File: src/rtl/fifo_reader_pkg.sv
// Shared types for the show-ahead FIFO reader: occupancy state of the two-entry output buffer.
package fifo_reader_pkg;

   typedef enum logic [1:0] {
      RD_EMPTY = 2'd0,
      RD_ONE   = 2'd1,
      RD_TWO   = 2'd2
   } rd_state_e;

endpackage

File: src/rtl/fifo_reader.sv
// Pops a show-ahead FIFO into a main/skid buffer so the downstream valid/ready interface
// runs one entry per cycle while the pop request never waits on the downstream ready.
module fifo_reader
   import fifo_reader_pkg::*;
#(
   parameter int DATA_WIDTH = 4,
   parameter int CNT_WIDTH  = 16
) (
   input  logic                  i_clk,
   input  logic                  i_rst,
   input  logic [DATA_WIDTH-1:0] i_fifo_data,
   input  logic                  i_fifo_empty,
   output logic                  o_fifo_rd_en,
   output logic                  o_valid,
   output logic [DATA_WIDTH-1:0] o_data,
   input  logic                  i_ready,
   input  logic                  i_flush,
   output logic [1:0]            o_occupancy,
   output logic [CNT_WIDTH-1:0]  o_pop_cnt
);

   rd_state_e             state_q, state_d;
   logic [DATA_WIDTH-1:0] main_q, main_d;
   logic [DATA_WIDTH-1:0] skid_q, skid_d;
   logic                  valid_q, valid_d;
   logic [1:0]            occ_q, occ_d;
   logic [CNT_WIDTH-1:0]  cnt_q, cnt_d;
   logic                  pop_s;
   logic                  accept_s;

   // Pop only looks at local state, so a full buffer is the only thing that stalls the FIFO.
   always_comb begin
      pop_s    = !i_rst && !i_flush && !i_fifo_empty && (state_q != RD_TWO);
      accept_s = valid_q && i_ready;
   end

   // Next-state and buffer update; flush overrides every transition.
   always_comb begin
      state_d = state_q;
      main_d  = main_q;
      skid_d  = skid_q;
      if (i_flush) begin
         state_d = RD_EMPTY;
      end else begin
         case (state_q)
            RD_EMPTY: begin
               if (pop_s) begin
                  state_d = RD_ONE;
                  main_d  = i_fifo_data;
               end else begin
                  state_d = RD_EMPTY;
               end
            end
            RD_ONE: begin
               if (pop_s && accept_s) begin
                  state_d = RD_ONE;
                  main_d  = i_fifo_data;
               end else if (pop_s) begin
                  state_d = RD_TWO;
                  skid_d  = i_fifo_data;
               end else if (accept_s) begin
                  state_d = RD_EMPTY;
               end else begin
                  state_d = RD_ONE;
               end
            end
            RD_TWO: begin
               if (accept_s) begin
                  state_d = RD_ONE;
                  main_d  = skid_q;
               end else begin
                  state_d = RD_TWO;
               end
            end
            default: begin
               state_d = RD_EMPTY;
            end
         endcase
      end
   end

   // Registered output flags follow the next state so they line up with the buffer contents.
   always_comb begin
      valid_d = (state_d != RD_EMPTY);
      case (state_d)
         RD_EMPTY: occ_d = 2'd0;
         RD_ONE:   occ_d = 2'd1;
         RD_TWO:   occ_d = 2'd2;
         default:  occ_d = 2'd0;
      endcase
      if (pop_s) begin
         cnt_d = cnt_q + {{(CNT_WIDTH-1){1'b0}}, 1'b1};
      end else begin
         cnt_d = cnt_q;
      end
   end

   // State, buffer and counter registers with synchronous reset.
   always_ff @(posedge i_clk) begin
      if (i_rst) begin
         state_q <= RD_EMPTY;
         main_q  <= {DATA_WIDTH{1'b0}};
         skid_q  <= {DATA_WIDTH{1'b0}};
         valid_q <= 1'b0;
         occ_q   <= 2'd0;
         cnt_q   <= {CNT_WIDTH{1'b0}};
      end else begin
         state_q <= state_d;
         main_q  <= main_d;
         skid_q  <= skid_d;
         valid_q <= valid_d;
         occ_q   <= occ_d;
         cnt_q   <= cnt_d;
      end
   end

   assign o_fifo_rd_en = pop_s;
   assign o_valid      = valid_q;
   assign o_data       = main_q;
   assign o_occupancy  = occ_q;
   assign o_pop_cnt    = cnt_q;

endmodule
File: config.mk
export PLATFORM = sky130hd
export DESIGN_NAME = fifo_reader
export DESIGN_NICKNAME = d
export VERILOG_FILES = /design/src/rtl/fifo_reader_pkg.sv /design/src/rtl/fifo_reader.sv
export SDC_FILE = /design/constraint.sdc
export NUM_CORES = 1
export LEC_CHECK = 0
export ABC_AREA = 0
export BUFFER_PORTS_ARGS = -buffer_cell sky130_fd_sc_hd__buf_2
export CORE_UTILIZATION = 51
export CTS_CLUSTER_DIAMETER = 60
export CTS_CLUSTER_SIZE = 28
export DETAILED_ROUTE_END_ITERATION = 8
export GPL_ROUTABILITY_DRIVEN = 0
export HOLD_SLACK_MARGIN = 0.08
export PLACE_DENSITY = 0.76
export SETUP_SLACK_MARGIN = 0.05
export SLEW_MARGIN = 20
export SYNTH_ARGS = -nofsm -noshare
export SYNTH_HDL_FRONTEND = slang
export SYNTH_SLANG_ARGS = --single-unit
export TNS_END_PERCENT = 50
File: constraint.sdc
create_clock -name i_clk -period 2.7 [get_ports i_clk]
set_input_delay 0.54 -clock i_clk [delete_from_list [all_inputs] [get_ports i_clk]]
set_output_delay 0.54 -clock i_clk [all_outputs]
set_load 0.02 [all_outputs]
==> impl_metrics.env, run 1 <==
export IMPL_drt_iter0_drc=7
export IMPL_path_cells="nand2b_1 > nand2_1 > inv_1 > ha_1 > nand3b_1 > a21oi_1 > a21oi_1 > a211oi_1"
export IMPL_clock_sinks=29
export IMPL_area_delta_synth_final_pct=18.2
export IMPL_grt_busiest_layer="met2"
export IMPL_insertion_delay_ns=0.33
export IMPL_start_util_pct=53.6
export IMPL_detail_route_antenna_nets=0
export IMPL_slew_limit_headroom_pct=72.3
export IMPL_vias=1246
export IMPL_rr_endpoint="o_data[0]"
export IMPL_final_util_pct=63.3
export IMPL_core_area_mm2=0.00248
export IMPL_hp_start="i_fifo_data[3]"
export IMPL_cellPowerDensity_mw_per_mm2=483
export IMPL_slowest_delay_ns=0.51
export IMPL_synth_cells=148
export IMPL_wirelength_um=2990
export IMPL_outcome="completed"
export IMPL_ctsHoldBuffers=0
export IMPL_synth_edf_count=0
export IMPL_netSwitchingPower_uw=181
export IMPL_drive_above_1_share_pct=23.8
export IMPL_crit_path_top_delay_cell="dfxtp_1"
export IMPL_async_flop_share_pct=0
export IMPL_ctsHtreeMaxLevel=2
export IMPL_hold_depth=3
export IMPL_worst_setup_path_end_kind="flip-flop"
export IMPL_fin_skew_ns=0.00198
export IMPL_final_common_cell="buf_2"
export IMPL_final_cell_mix="buf_2, dfxtp_1, a21oi_1, nor2_1"
export IMPL_cp_common_cell="a21oi_1"
export IMPL_die_w_um=53.0
export IMPL_portBuffers=32
export IMPL_gr_usage_met2_pct=43.2
export IMPL_yosys_warnings=0
export IMPL_hpwl_um=2200
export IMPL_die_height_um=53.0
export IMPL_regToRegSetupSlack_ns=0.70
export IMPL_cts_tree="done"
export IMPL_synthesis_area_mm2=0.00133
export IMPL_ir_drop_v=0.000387
export IMPL_seq_area_frac_synth_pct=43.7
export IMPL_rows=18
export IMPL_antenna_found_initial=0
export IMPL_holdCritPathClass="in -> reg"
export IMPL_met3_usage_pct=9.20
export IMPL_period_minus_slack_ns=2.00
export IMPL_dieArea_mm2=0.00281
export IMPL_grt_max_degree=23
export IMPL_internal_power_uw=577
export IMPL_wl_per_cell_um=13.9
export IMPL_crit_type="reg -> reg"
export IMPL_seq_power_share_pct=57.8
export IMPL_num_nets_final=197
export IMPL_insertedDiodeCount=0
export IMPL_grt_overflow=0
export IMPL_clkPwrFrac_pct=34.8
export IMPL_grt_use_met1_pct=25.8
export IMPL_yosys_cell_types_count=34
export IMPL_root_buffer="clkbuf_4"
export IMPL_hold_end="skid_q[3]"
export IMPL_worstMarginPinSlew_ns=0.415
export IMPL_start_kind="flip-flop"
export IMPL_drc_errors=0
export IMPL_routed_via_density=5.80
export IMPL_syn_nets=160
export IMPL_ios=33
export IMPL_grt_use_total_pct=24.7
export IMPL_synth_ff_type="dfxtp_1"
export IMPL_grt_pass1_vias=1152
export IMPL_post_cts_buffers=0
export IMPL_slew_viol_final=0
export IMPL_crit_family="compound AO/OA/AOI/OAI gates"
export IMPL_whs_ns=0.457
export IMPL_critPathMaxFanout=10
export IMPL_cts_resized_gates=0
export IMPL_grt_first_pass_wirelength_um=4810
export IMPL_p_leak_nw=0.677
export IMPL_syn_avg_cell_area_um2=8.97
export IMPL_clk_pin_slew_ns=0.08
export IMPL_dr_pass1_iters=4
export IMPL_hold_viol_final=0
export IMPL_path_buf_inv=1
export IMPL_arrival_ns=2.24
export IMPL_finalCritPeriodShare_pct=74.2
export IMPL_reg2reg_depth=8
export IMPL_ys_seq_elements=29
export IMPL_setup_violations_final=0
export IMPL_worstPathRequired_ns=2.93
export IMPL_setup_tns_ns=0
export IMPL_reg2reg_from="state_q[0]"
export IMPL_drv_cap=0
export IMPL_combPwrFrac_pct=7.4
export IMPL_cts_buffers=5
export IMPL_cts_max_path_buffers=2
export IMPL_max_freq_ghz=0.499
export IMPL_rsz0062_at_grt="no"
export IMPL_power_share_switching_pct=23.9
## registers in the layout, indices dropped and copies added (netlist names)
name         cells
o_pop_cnt       16
o_data           4
skid_q           4
o_occupancy      2
state_q          2
o_valid          1
## per-layer routing
metal	vias up	wire length, um
met5	-	0
met4	0	51
met3	6	162
met2	35	1540
met1	586	1230
li1	619	-
## cells by family (layout without fill, tap and decap cells)
kind of cell | Yosys count | in the layout | share of synthesized area [%]
xor gates and xnor gates | 5 | 5 | 3.30
AOI/OAI and AO/OA | 36 | 36 | 15.4
adders and majority gates | 3 | 3 | 2.83
muxes | 8 | 8 | 6.03
buffers and inverters | 10 | 47 | 3.96
DFF | 29 | 29 | 43.7
and+or+nand+nor | 57 | 57 | 24.8
## tightest hold or removal path: cells and delay by family
family / cells / cell delay (ns)
mux: 1 / 0.06
buf+inv: 1 / 0.09
simple gates: 1 / 0.07
## through the flow
stage	total power, mW	worst slack (ns)	area, um2	cells
final	0.759	0.695	1570	215
after global routing	0.792	0.512	1570	215
after CTS	0.766	0.715	1570	215
after detailed placement	0.505	0.369	1510	208
after global placement	0.502	0.503	1510	208
after floorplan	0.484	0.420	1330	148
## worst max-delay path by stage
stage | startpoint | endpoint | slack [ns] | cells past startpoint
finish | state_q[0] | o_data[0] | 0.70 | 8
global placement | i_rst | o_pop_cnt[10] | 0.50 | 5
floorplan | i_rst | o_data[0] | 0.42 | 8
global route | state_q[0] | o_data[3] | 0.51 | 8
CTS | state_q[0] | o_data[0] | 0.72 | 8
detailed placement | i_rst | o_data[0] | 0.37 | 9
## final cells by class
cell class,count,area (um2)
fill,224,908
multi-input combinational,109,694
sequential,29,581
timing repair buffer,35,183
clock buffer,7,55.1
tap,30,37.5
inverter,5,18.8
## cells in the mapped netlist, drive strengths merged, types with 2 or more instances
cell	count	area [um2]
dfxtp	29	581
a21oi	18	90.1
nor2	9	33.8
or3	9	61.3
mux2i	8	80.1
o21ai	8	40.0
nand3	7	35.0
nand2	6	22.5
a211oi	5	37.5
inv	5	18.8
nand4	5	31.3
nor3	5	25.0
buf	4	25.0
and2	3	18.8
ha	3	37.5
xnor2	3	26.3
and4	2	17.5
nand2b	2	12.5
nor2b	2	12.5
o31ai	2	15.0
or4	2	15.0
xor2	2	17.5
## power by group through the flow
| stage | logic [mW] | registers (mW) | clock network (mW) |
|---|---|---|---|
| after floorplan | 0.0314 | 0.453 | 0 |
| after global placement | 0.0539 | 0.448 | 0 |
| after detailed placement | 0.0562 | 0.448 | 0 |
| after CTS | 0.0563 | 0.438 | 0.271 |
| after global routing | 0.0619 | 0.440 | 0.290 |
| final | 0.0561 | 0.439 | 0.264 |
(Power assumes the default switching activity.)
==> run 2, diff against run 1 <==
==> constraint.sdc (replaced) <==
create_clock -name i_clk -period 1.9 [get_ports i_clk]
set_input_delay 0.38 -clock i_clk [delete_from_list [all_inputs] [get_ports i_clk]]
set_output_delay 0.38 -clock i_clk [all_outputs]
set_load 0.02 [all_outputs]
==> run 2 against run 1 <==
Compared with the run above:
- die area is the same
- critical path depth decreased by 4
- sequential share of layout area is 2.2 points lower
- sequential power grew 41%
- register-to-register slack worse by 0.55 ns
- critical endpoint is now o_pop_cnt[8]
- largest cell class unchanged
==> impl_metrics.env, run 2 (synthesis results as in run 1) <==
export IMPL_outcome="completed"
export IMPL_drv_cap=0
export IMPL_clk_pin_slew_ns=0.09
export IMPL_ios=33
export IMPL_cellPowerDensity_mw_per_mm2=654
export IMPL_clock_sinks=29
export IMPL_antenna_found_initial=0
export IMPL_p_leak_nw=0.729
export IMPL_final_common_cell="buf_2"
export IMPL_worstMarginPinSlew_ns=0.337
export IMPL_root_buffer="clkbuf_4"
export IMPL_grt_use_total_pct=23.8
export IMPL_largest_reg_flops=16
export IMPL_final_util_pct=67.5
export IMPL_wirelength_um=2940
export IMPL_worstPathRequired_ns=2.16
export IMPL_slowest_delay_ns=0.58
export IMPL_drc_errors=0
export IMPL_slew_viol_final=0
export IMPL_insertedDiodeCount=0
export IMPL_hold_viol_final=0
export IMPL_rows=18
export IMPL_insertion_delay_ns=0.33
export IMPL_start_util_pct=53.6
export IMPL_core_area_mm2=0.00248
export IMPL_cts_tree="done"
export IMPL_die_height_um=53.0
export IMPL_max_freq_ghz=0.571
export IMPL_grt_overflow=0
export IMPL_finalCritPeriodShare_pct=92.1
export IMPL_routed_via_density=5.67
export IMPL_rsz0062_at_grt="no"
export IMPL_finalPower_mw=1.09
export IMPL_critPathMaxFanout=8
export IMPL_dr_pass1_iters=4
export IMPL_grt_pass1_vias=1160
export IMPL_final_cell_mix="buf_2, dfxtp_1, a21oi_1, buf_4, nor2_1"
export IMPL_cts_buffers=5
export IMPL_crit_type="reg -> reg"
export IMPL_ctsHoldBuffers=0
export IMPL_crit_family="simple AND/OR/NAND/NOR gates"
export IMPL_path_buf_inv=0
export IMPL_area_delta_synth_final_pct=25.9
export IMPL_slew_limit_headroom_pct=77.5
export IMPL_hpwl_um=2230
export IMPL_grt_first_pass_wirelength_um=4750
export IMPL_portBuffers=32
export IMPL_ctsHtreeMaxLevel=2
export IMPL_ir_drop_v=0.000443
export IMPL_dieArea_mm2=0.00281
export IMPL_drt_iter0_drc=17
export IMPL_period_minus_slack_ns=1.75
export IMPL_detail_route_antenna_nets=0
export IMPL_wl_per_cell_um=13.1
export IMPL_cts_max_path_buffers=2
export IMPL_die_w_um=53.0
export IMPL_vias=1275
export IMPL_drive_above_1_share_pct=30.8
export IMPL_grt_max_degree=18
export IMPL_crit_path_top_delay_cell="or4b_4"
export IMPL_num_nets_final=207
export IMPL_fin_skew_ns=0.00676
export IMPL_arrival_ns=2.01
export IMPL_start_kind="flip-flop"
export IMPL_worst_setup_path_end_kind="flip-flop"
export IMPL_setup_violations_final=0
export IMPL_path_cells="and2b_2 > or4b_4 > or3_1 > a21oi_1"
export IMPL_holdCritPathClass="in -> reg"
[run 2: path summary, 6_finish.rpt]
check	startpoint	end	slack (ns)	depth (start not counted)
max reg2reg	state_q[0]	o_pop_cnt[8]	0.15	4
min	i_fifo_data[1]	skid_q[1]	0.30	3
min reg2reg	o_pop_cnt[15]	o_pop_cnt[15]	0.49	2
max	state_q[0]	o_pop_cnt[8]	0.15	4
[run 2: per-layer routing]
| metal | wire (um) | GRT usage [%] | share of wire (%) |
|---|---|---|---|
| met5 | 0 | 0 | 0 |
| met4 | 60 | 13.2 | 2.0 |
| met3 | 95 | 6.61 | 3.2 |
| met2 | 1600 | 44.9 | 54 |
| met1 | 1190 | 22.6 | 40 |
[run 2: cell type report]
| type | count | area (um2) |
|---|---|---|
| multi-input cells | 109 | 721 |
| repair buffers | 45 | 258 |
| fillers | 225 | 806 |
| clock buffers | 7 | 55.1 |
| well taps | 30 | 37.5 |
| inverters | 5 | 18.8 |
| flip-flops and latches | 29 | 582 |
[run 2: tightest hold or removal path: cells and delay by family]
family / cells / cell delay [ns]
buffers and inverters: 1 / 0.09
multiplexers: 1 / 0.05
AND/OR/NAND/NOR: 1 / 0.07
[run 2: stage by stage]
step                      cells  setup WS (ns)  TNS (ns)  cell area [um2]  hold slack, ns
after floorplan             148         0.0637         0             1350           0.457
after global placement      218        -0.0683    -0.263             1610           0.463
after CTS                   225          0.136         0             1670           0.300
final                       225          0.149         0             1670           0.301
after global routing        225         0.0520         0             1670           0.324
after detailed placement    218         -0.123    -0.520             1610           0.480
[run 2: repair_timing]
item,CTS,global route
gates resized for setup,0,2
setup buffers,0,0
setup endpoints to repair,0,5
[run 2: where the power goes]
part           internal (mW)  switching, mW
registers              0.616        0.00408
logic                 0.0427         0.0577
clock network          0.174          0.198
total                  0.833          0.260
